File: src/rtl/mips_ctrl_pkg.sv
// Shared encodings for the multicycle MIPS control path: opcodes, FSM states,
// ALU/mux select codes and the packed control word.
package mips_ctrl_pkg;

  localparam logic [5:0] OP_LW    = 6'b100011;
  localparam logic [5:0] OP_SW    = 6'b101011;
  localparam logic [5:0] OP_RTYPE = 6'b000000;
  localparam logic [5:0] OP_BEQ   = 6'b000100;
  localparam logic [5:0] OP_ADDI  = 6'b001000;
  localparam logic [5:0] OP_J     = 6'b000010;

  localparam logic [3:0] S_FETCH   = 4'd0;
  localparam logic [3:0] S_DECODE  = 4'd1;
  localparam logic [3:0] S_MEMADR  = 4'd2;
  localparam logic [3:0] S_MEMRD   = 4'd3;
  localparam logic [3:0] S_MEMWB   = 4'd4;
  localparam logic [3:0] S_MEMWR   = 4'd5;
  localparam logic [3:0] S_RTYPEEX = 4'd6;
  localparam logic [3:0] S_RTYPEWB = 4'd7;
  localparam logic [3:0] S_BEQEX   = 4'd8;
  localparam logic [3:0] S_ADDIEX  = 4'd9;
  localparam logic [3:0] S_ADDIWB  = 4'd10;
  localparam logic [3:0] S_JEX     = 4'd11;

  localparam logic [1:0] ALUOP_ADD   = 2'b00;
  localparam logic [1:0] ALUOP_SUB   = 2'b01;
  localparam logic [1:0] ALUOP_FUNCT = 2'b10;

  localparam logic [1:0] ALUSRCB_REG   = 2'b00;
  localparam logic [1:0] ALUSRCB_FOUR  = 2'b01;
  localparam logic [1:0] ALUSRCB_IMM   = 2'b10;
  localparam logic [1:0] ALUSRCB_IMMSH = 2'b11;

  localparam logic [1:0] PCSRC_ALURES = 2'b00;
  localparam logic [1:0] PCSRC_ALUOUT = 2'b01;
  localparam logic [1:0] PCSRC_JUMP   = 2'b10;

  typedef struct packed {
    logic       pcwrite;
    logic       branch;
    logic       memwrite;
    logic       irwrite;
    logic       regwrite;
    logic       iord;
    logic       memtoreg;
    logic       regdst;
    logic       alusrca;
    logic [1:0] alusrcb;
    logic [1:0] pcsrc;
    logic [1:0] aluop;
  } ctrl_word_t;

endpackage

File: src/rtl/mc_ctrl_outdec.sv
// Combinational state -> control word decode, including mem_ready handshake
// gating in FETCH and suppression of all write strobes while reset is held.
module mc_ctrl_outdec
  import mips_ctrl_pkg::*;
#(
  parameter int SW_STATE = 4
) (
  input  logic [SW_STATE-1:0] state,
  input  logic                mem_ready,
  input  logic                reset,
  output ctrl_word_t          cw
);

  always_comb begin
    cw = '0;
    case (state)
      S_FETCH: begin
        cw.alusrcb = ALUSRCB_FOUR;
        cw.aluop   = ALUOP_ADD;
        cw.pcsrc   = PCSRC_ALURES;
        cw.irwrite = mem_ready;
        cw.pcwrite = mem_ready;
      end
      S_DECODE: begin
        cw.alusrcb = ALUSRCB_IMMSH;
        cw.aluop   = ALUOP_ADD;
      end
      S_MEMADR, S_ADDIEX: begin
        cw.alusrca = 1'b1;
        cw.alusrcb = ALUSRCB_IMM;
        cw.aluop   = ALUOP_ADD;
      end
      S_MEMRD: cw.iord = 1'b1;
      S_MEMWB: begin
        cw.regwrite = 1'b1;
        cw.memtoreg = 1'b1;
      end
      S_MEMWR: begin
        cw.iord     = 1'b1;
        cw.memwrite = 1'b1;
      end
      S_RTYPEEX: begin
        cw.alusrca = 1'b1;
        cw.alusrcb = ALUSRCB_REG;
        cw.aluop   = ALUOP_FUNCT;
      end
      S_RTYPEWB: begin
        cw.regwrite = 1'b1;
        cw.regdst   = 1'b1;
      end
      S_BEQEX: begin
        cw.alusrca = 1'b1;
        cw.alusrcb = ALUSRCB_REG;
        cw.aluop   = ALUOP_SUB;
        cw.pcsrc   = PCSRC_ALUOUT;
        cw.branch  = 1'b1;
      end
      S_ADDIWB: cw.regwrite = 1'b1;
      S_JEX: begin
        cw.pcsrc   = PCSRC_JUMP;
        cw.pcwrite = 1'b1;
      end
      default: cw = '0;
    endcase

    // Reset is asynchronous, so strobes must drop in the very cycle it rises.
    if (reset) begin
      cw.pcwrite  = 1'b0;
      cw.branch   = 1'b0;
      cw.memwrite = 1'b0;
      cw.irwrite  = 1'b0;
      cw.regwrite = 1'b0;
    end
  end

endmodule

File: src/rtl/mc_maindec.sv
// Multicycle MIPS main control FSM: state register, opcode-driven next-state
// logic and PC write enable; the per-state control word comes from mc_ctrl_outdec.
module mc_maindec
  import mips_ctrl_pkg::*;
#(
  parameter int OPW      = 6,
  parameter int SW_STATE = 4
) (
  input  logic                clk,
  input  logic                reset,
  input  logic [OPW-1:0]      op,
  input  logic                zero,
  input  logic                mem_ready,
  output logic                pcen,
  output logic                memwrite,
  output logic                irwrite,
  output logic                regwrite,
  output logic                iord,
  output logic                memtoreg,
  output logic                regdst,
  output logic                alusrca,
  output logic [1:0]          alusrcb,
  output logic [1:0]          pcsrc,
  output logic [1:0]          aluop,
  output logic [SW_STATE-1:0] state_o
);

  logic [SW_STATE-1:0] state_q;
  logic [SW_STATE-1:0] state_d;
  ctrl_word_t          cw;

  always_comb begin
    state_d = state_q;
    case (state_q)
      S_FETCH: if (mem_ready) state_d = SW_STATE'(S_DECODE);
      S_DECODE: begin
        case (op)
          OP_LW, OP_SW: state_d = SW_STATE'(S_MEMADR);
          OP_RTYPE:     state_d = SW_STATE'(S_RTYPEEX);
          OP_BEQ:       state_d = SW_STATE'(S_BEQEX);
          OP_ADDI:      state_d = SW_STATE'(S_ADDIEX);
          OP_J:         state_d = SW_STATE'(S_JEX);
          default:      state_d = SW_STATE'(S_FETCH);
        endcase
      end
      S_MEMADR: begin
        if (op == OP_LW)      state_d = SW_STATE'(S_MEMRD);
        else if (op == OP_SW) state_d = SW_STATE'(S_MEMWR);
        else                  state_d = SW_STATE'(S_FETCH);
      end
      S_MEMRD:   if (mem_ready) state_d = SW_STATE'(S_MEMWB);
      S_MEMWR:   if (mem_ready) state_d = SW_STATE'(S_FETCH);
      S_RTYPEEX: state_d = SW_STATE'(S_RTYPEWB);
      S_ADDIEX:  state_d = SW_STATE'(S_ADDIWB);
      // Single-cycle tails and the illegal encodings all return to FETCH.
      default:   state_d = SW_STATE'(S_FETCH);
    endcase
  end

  always_ff @(posedge clk or posedge reset) begin
    if (reset) state_q <= SW_STATE'(S_FETCH);
    else       state_q <= state_d;
  end

  mc_ctrl_outdec #(
    .SW_STATE (SW_STATE)
  ) u_outdec (
    .state     (state_q),
    .mem_ready (mem_ready),
    .reset     (reset),
    .cw        (cw)
  );

  assign pcen     = cw.pcwrite | (cw.branch & zero);
  assign memwrite = cw.memwrite;
  assign irwrite  = cw.irwrite;
  assign regwrite = cw.regwrite;
  assign iord     = cw.iord;
  assign memtoreg = cw.memtoreg;
  assign regdst   = cw.regdst;
  assign alusrca  = cw.alusrca;
  assign alusrcb  = cw.alusrcb;
  assign pcsrc    = cw.pcsrc;
  assign aluop    = cw.aluop;
  assign state_o  = state_q;

endmodule
File: config.mk
export PLATFORM = sky130hd
export DESIGN_NAME = mc_maindec
export DESIGN_NICKNAME = d
export VERILOG_FILES = /design/src/rtl/mips_ctrl_pkg.sv /design/src/rtl/mc_ctrl_outdec.sv /design/src/rtl/mc_maindec.sv
export SDC_FILE = /design/constraint.sdc
export NUM_CORES = 1
export LEC_CHECK = 0
export CORE_AREA = 2 2 39 41
export DETAILED_ROUTE_END_ITERATION = 10
export DIE_AREA = 0 0 41 43
export HOLD_SLACK_MARGIN = 0.12
export PLACE_DENSITY = 0.84
export SYNTH_ARGS = -nofsm -noshare
export SYNTH_HDL_FRONTEND = slang
export SYNTH_SLANG_ARGS = --single-unit
File: constraint.sdc
create_clock -name clk -period 2.8 [get_ports clk]
set_clock_uncertainty 0.1 [all_clocks]
set_input_delay 0.28 -clock clk [delete_from_list [all_inputs] [get_ports clk]]
set_output_delay 0.28 -clock clk [all_outputs]
set_load 0.02 [all_outputs]
==> results.yml, run 1 <==
floorplan:
  num_rows: 14
  die_area_sq_um: 1760
  start_util_pct: 38.3
  die_w_microns: 41
  fp.dieH_microns: 43
  ios: 28
  core_sq_um: 1380
yosys:
  ys_types: 32
  ys_ff_latch: 4
  syn_avg_cell_area_sq_um: 7.27
  ys.flop_type: "dfrtp_1"
  yosys.area.top_type: "dfrtp_1"
  syn-num-nets: 83
  synthCells: 73
  synth_common_cells: "nor2_1 (9), nor3_1 (9), a21oi_1 (6)"
  synth.area.top_cells: "dfrtp_1 (19%), nor3_1 (8.5%), nor2_1 (6.4%), buf_6 (6.4%), a21oi_1 (5.7%)"
  syn-cell-area_sq_um: 531
  synth_edf_count: 0
  synth-async-reset-ratio_pct: 100
  yosysSeqAreaShare_pct: 18.9
  yosys_warnings: 0
  yosysTopAreaCellShare_pct: 18.9
final_layout:
  largest_reg_flops: 4
  final_util_pct: 57.8
  nets: 110
  stdcell_area_sq_um: 800
  final_cells: 114
  fillCellCount: 119
  drive_above_1_share_pct: 9.18
  syn2layout_area_growth_pct: 50.7
  ff_latch_area_sq_um: 100
  diodes: 0
  multi_input_area_sq_um: 368
route:
  vias: 633
  wl_per_cell_microns: 12.0
  ant_nets: 0
  drc: 0
  first_pass_iters: 4
  totalWireLength_mm: 1.37
  viasPerCell: 5.55
  drtIter0Drc: 22
setup_path:
  crit_path_max_incr_delay_ns: 0.61
  worstPathMaxFanout: 11
  endpoint_kind: "primary output"
  cp_cell_sequence: "nor2_1 -> and2_1 -> nor4b_1 -> o21bai_1 -> clkdlybuf4s50_1"
  critPathKind: "flip-flop to primary output"
  required_ns: 2.42
  setup.worst_path.start_class: "flip-flop"
  cp.arrival_ns: 2.12
  slowest_stage: "clkdlybuf4s50_1"
status:
  outcome: "complete, no violations"
sta:
  layout_min_cycle_time_ns: 2.50
  tightest_slew_ns: 0.431
  final.setup.worst_slack_ns: 0.300
  drv_slew: 0
  finalCritPeriodShare_pct: 89.3
  finalSetupViolCount: 0
  rsz0062_at_grt: "false"
  fmax_ghz: 0.400
  tns_ns: 0
  hold_viol: 0
  max_slew_margin_pct: 71.3
placed_design:
  gp_congestion: 0.787
  port_buffers: 27
  dp_cells: 111
  dp_hpwl_mm: 1.05
  postPlaceCellArea_sq_um: 777
  place_worst_setup_slack_ns: 0.339
power_and_ir_drop:
  combinationalPowerShare_pct: 46.0
  switching_share_pct: 37.1
  ir_worst_vdd_mv: 0.216
  clkPwrFrac_pct: 26.0
  power.leakage_uw: 0.000284
  seq_power_share_pct: 28.0
  p_per_area_nw_per_um2: 340
  power.internal_uw: 171
  switching_power_uw: 101
global_route:
  grt_pass1_wl_mm: 2.11
  antenna_found_initial: 0
  overflow: 0
  grt.total_usage_pct: 16.8
  grt_max_degree: 16
  grt_pass1_vias: 512
clock_tree:
  clock_latency_ns: 0.23
  ctsRootBufferMaster: "clkbuf_4"
  cts_buffers: 3
  cts_hold_buffers: 0
  cts.sinks: 4
  cts.reportedPaths.clkPinSlew_ns: 0.04
  htreeDepth: 1
  cts_setup_buffers: 0
  cts_resized: 0
  clock_path_buffers: 2
  cts_tree: "yes"
run:
  max_cap_violations: 0
hold_path:
  hold_class: "input pin to asynchronous set/reset pin"
==> final cells by class <==
class,count,share of cell area [%]
clock buffers,3,2.82
inverters,3,1.41
repair buffers,28,34.7
multi-input cells,60,46.0
well taps,16,2.50
flip-flops and latches,4,12.5
==> critical path: cells and delay by family (launching register included) <==
kind | cells | cell delay [ns]
AOI/OAI and AO/OA | 1 | 0.16
buffers and inverters | 1 | 0.61
DFF | 1 | 0.49
and+or+nand+nor | 3 | 0.62
==> cells in the final DEF (no fill, tap or decap) <==
cell type,instances
a21oi_1,6
a22oi_1,1
a311oi_1,1
a31oi_1,1
and2_1,1
and3b_1,1
buf_4,1
clkbuf_4,3
clkdlybuf4s50_1,27
dfrtp_1,4
inv_1,3
nand2_1,4
nand2b_1,4
nand2b_2,1
nand3_1,2
nor2_1,9
nor3_1,9
nor4_2,1
nor4b_1,1
o21a_1,1
o21ai_0,4
o21ai_1,1
o21bai_1,1
o22ai_1,1
o32ai_1,1
o41ai_1,1
o41ai_2,1
or2_2,1
or3b_1,2
or4_4,1
xnor2_1,2
xor2_1,1
==> through the flow <==
step / total power, uW / hold slack [ns]
6_report: 272 / 0.261
5_1_grt: 289 / 0.299
3_5_place_dp: 202 / 0.506
4_1_cts: 274 / 0.265
2_1_floorplan: 154 / -0.0539
3_3_place_gp: 201 / 0.508
==> power by group through the flow <==
stage                     Sequential [uW]  Clock, uW  Combinational [uW]
after floorplan                      73.0          0                80.5
after CTS                            76.1       72.7                 126
after global routing                 77.5       76.5                 135
after global placement               76.6          0                 124
after detailed placement             76.8          0                 125
final                                76.1       70.7                 125
==> logic make-up (layout without fill, tap and decap cells) <==
kind of cell              after synthesis  in the layout  share of synthesized area, %
DFF                                     4              4                          18.9
buffers and inverters                   9             34                          11.8
xor gates and xnor gates                3              3                          4.95
and+or+nand+nor                        37             37                          39.4
AOI/OAI and AO/OA                      20             20                          25.0
==> metal layers <==
metal | routed length (microns) | part of all wire, % | track usage [%]
met5 | 0 | 0 | 0
met4 | 0 | 0 | 4.00
met3 | 136 | 9.9 | 2.09
met2 | 671 | 49 | 28.7
met1 | 563 | 41 | 21.0
==> worst paths after layout <==
path	start	to	slack, ns	depth (start not counted)
min in group clk	state_o[3]$_DFFE_PP0P_	state_o[0]$_DFFE_PP0P_	0.64	1
min	reset	state_o[3]$_DFFE_PP0P_	0.26	2
min reg2reg	state_o[3]$_DFFE_PP0P_	state_o[0]$_DFFE_PP0P_	0.64	1
max	state_o[0]$_DFFE_PP0P_	pcen	0.30	5
max reg2reg	state_o[1]$_DFFE_PP0P_	state_o[0]$_DFFE_PP0P_	1.23	4
max in group asynchronous	reset	state_o[0]$_DFFE_PP0P_	2.19	2
(Power assumes the default switching activity.)
==> inputs of run 2 (changes only) <==
--- a/config.mk
+++ b/config.mk
@@ -5,11 +5,11 @@
 export SDC_FILE = /design/constraint.sdc
 export NUM_CORES = 1
 export LEC_CHECK = 0
-export CORE_AREA = 2 2 39 41
+export CORE_UTILIZATION = 30
 export DETAILED_ROUTE_END_ITERATION = 10
-export DIE_AREA = 0 0 41 43
 export HOLD_SLACK_MARGIN = 0.12
-export PLACE_DENSITY = 0.84
+export PLACE_DENSITY = 0.67
+export SKIP_LAST_GASP = 1
 export SYNTH_ARGS = -nofsm -noshare
 export SYNTH_HDL_FRONTEND = slang
 export SYNTH_SLANG_ARGS = --single-unit
==> run 2 against run 1 <==
Against the previous run:
- the flow now finishes with violations (design-rule violations)
- highest routed layer unchanged
- global-route usage up 0.94 points
- largest cell class unchanged
- worst setup slack worse by 0.029 ns
- final area unchanged
- critical path type unchanged
- clock-buffer cell count is the same
- total power increased by 2.8%
- via count rose by 4.9%
- critical path depth unchanged
==> results.yml, run 2 (synthesis results as in run 1) <==
floorplan:
  die_w_microns: 44.1
  start_util_pct: 33.7
  num_rows: 14
  ios: 28
  core_sq_um: 1580
  fp.dieH_microns: 44.1
  die_area_sq_um: 1940
sta:
  max_slew_margin_pct: 69.7
  finalSetupViolCount: 0
  layout_min_cycle_time_ns: 2.53
  hold_viol: 0
  fmax_ghz: 0.395
  tightest_slew_ns: 0.455
  final.setup.worst_slack_ns: 0.271
  tns_ns: 0
  finalCritPeriodShare_pct: 90.3
  drv_slew: 0
  rsz0062_at_grt: "false"
global_route:
  grt_max_degree: 16
  grt_pass1_vias: 569
  overflow: 0
  antenna_found_initial: 0
  grt.total_usage_pct: 17.7
  grt_pass1_wl_mm: 2.55
route:
  wl_per_cell_microns: 13.7
  ant_nets: 0
  viasPerCell: 5.82
  totalWireLength_mm: 1.57
  drc: 3
  first_pass_iters: 10
  drtIter0Drc: 28
  vias: 664
placed_design:
  dp_cells: 111
  port_buffers: 27
  postPlaceCellArea_sq_um: 777
  dp_hpwl_mm: 1.17
  place_worst_setup_slack_ns: 0.346
  gp_congestion: 0.812
final_layout:
  fillCellCount: 161
  syn2layout_area_growth_pct: 50.7
  drive_above_1_share_pct: 9.18
  nets: 110
  largest_reg_flops: 4
  mostFrequentLayoutCell: "clkdlybuf4s50_1"
  ff_latch_area_sq_um: 100
  stdcell_area_sq_um: 800
  multi_input_area_sq_um: 368
  diodes: 0
  final_cells: 114
  mostFrequentLayoutCells: "clkdlybuf4s50_1 (27), nor2_1 (9), nor3_1 (9)"
power_and_ir_drop:
  ir_worst_vdd_mv: 0.178
  p_per_area_nw_per_um2: 350
  power.leakage_uw: 0.000284
  switching_share_pct: 38.7
  seq_power_share_pct: 27.0
  finalPower_uw: 280
  combinationalPowerShare_pct: 45.9
  switching_power_uw: 108
  clkPwrFrac_pct: 27.1
  power.internal_uw: 171
status:
  outcome: "finished, violations left"
  failed_checks: "design-rule violations"
hold_path:
  hold_class: "input pin to asynchronous set/reset pin"
clock_tree:
  cts_hold_buffers: 0
  cts.sinks: 4
  cts.reportedPaths.clkPinSlew_ns: 0.04
  htreeDepth: 1
  cts_buffers: 3
  cts_tree: "yes"
  cts_resized: 0
  clock_latency_ns: 0.25
  clock_path_buffers: 2
  cts_setup_buffers: 0
  ctsRootBufferMaster: "clkbuf_4"
setup_path:
  setup.worst_path.start_class: "flip-flop"
  cp_cell_sequence: "nor2_1 -> and2_1 -> nor4b_1 -> o21bai_1 -> clkdlybuf4s50_1"
  slowest_stage: "clkdlybuf4s50_1"
  endpoint_kind: "primary output"
  critPathKind: "flip-flop to primary output"
  crit_path_max_incr_delay_ns: 0.61
  required_ns: 2.42
  cp.arrival_ns: 2.15
  worstPathMaxFanout: 11
run:
  max_cap_violations: 0
==> run 2: cell counts in the layout (fill, tap and decap cells not counted) <==
No cell type changed its count.
==> run 2: power by group through the flow <==
| stage | Clock (uW) | Sequential [uW] | Combinational [uW] |
|---|---|---|---|
| 2_1_floorplan | 0 | 73.0 | 80.5 |
| 3_3_place_gp | 0 | 76.3 | 126 |
| 3_5_place_dp | 0 | 76.7 | 127 |
| 4_1_cts | 77.9 | 75.7 | 128 |
| 5_1_grt | 84.6 | 77.4 | 139 |
| 6_report | 75.8 | 75.5 | 128 |
==> run 2: cell type report <==
| class | count | share of cell area, % |
|---|---|---|
| Clock buffer | 3 | 2.82 |
| Inverter | 3 | 1.41 |
| Multi-Input combinational cell | 60 | 46.0 |
| Sequential cell | 4 | 12.5 |
| Tap cell | 16 | 2.50 |
| Timing Repair Buffer | 28 | 34.7 |
==> run 2: through the flow <==
stage | hold WS (ns) | util (%)
global route | 0.283 | 50.7
detailed placement | 0.509 | 49.3
CTS | 0.255 | 50.7
finish | 0.260 | 50.7
floorplan | -0.0539 | -
global placement | 0.512 | 49.3
==> run 2: path summary, 6_finish.rpt <==
path	startpoint	end	slack [ns]	cells past startpoint
hold / removal	reset	state_o[0]$_DFFE_PP0P_	0.26	2
setup reg to reg	state_o[0]$_DFFE_PP0P_	state_o[2]$_DFFE_PP0P_	1.25	4
setup / recovery	state_o[0]$_DFFE_PP0P_	pcen	0.27	5
max in group asynchronous	reset	state_o[3]$_DFFE_PP0P_	2.18	2
min in group clk	state_o[2]$_DFFE_PP0P_	state_o[3]$_DFFE_PP0P_	0.64	2
hold reg to reg	state_o[2]$_DFFE_PP0P_	state_o[3]$_DFFE_PP0P_	0.64	2
==> run 2: metal layers <==
metal | wire length (microns) | vias to the layer above | GRT usage [%]
li1 | - | 320 | -
met1 | 641 | 303 | 22.3
met2 | 766 | 41 | 28.8
met3 | 156 | 0 | 4.90
met4 | 0 | 0 | 6.67
met5 | 0 | - | 0
==> run 2: worst max-delay path: cells and delay by family (launching register included) <==
kind            cells  cell delay (ns)
compound gates      1             0.16
buf+inv             1             0.61
flops               1             0.49
simple gates        3             0.64
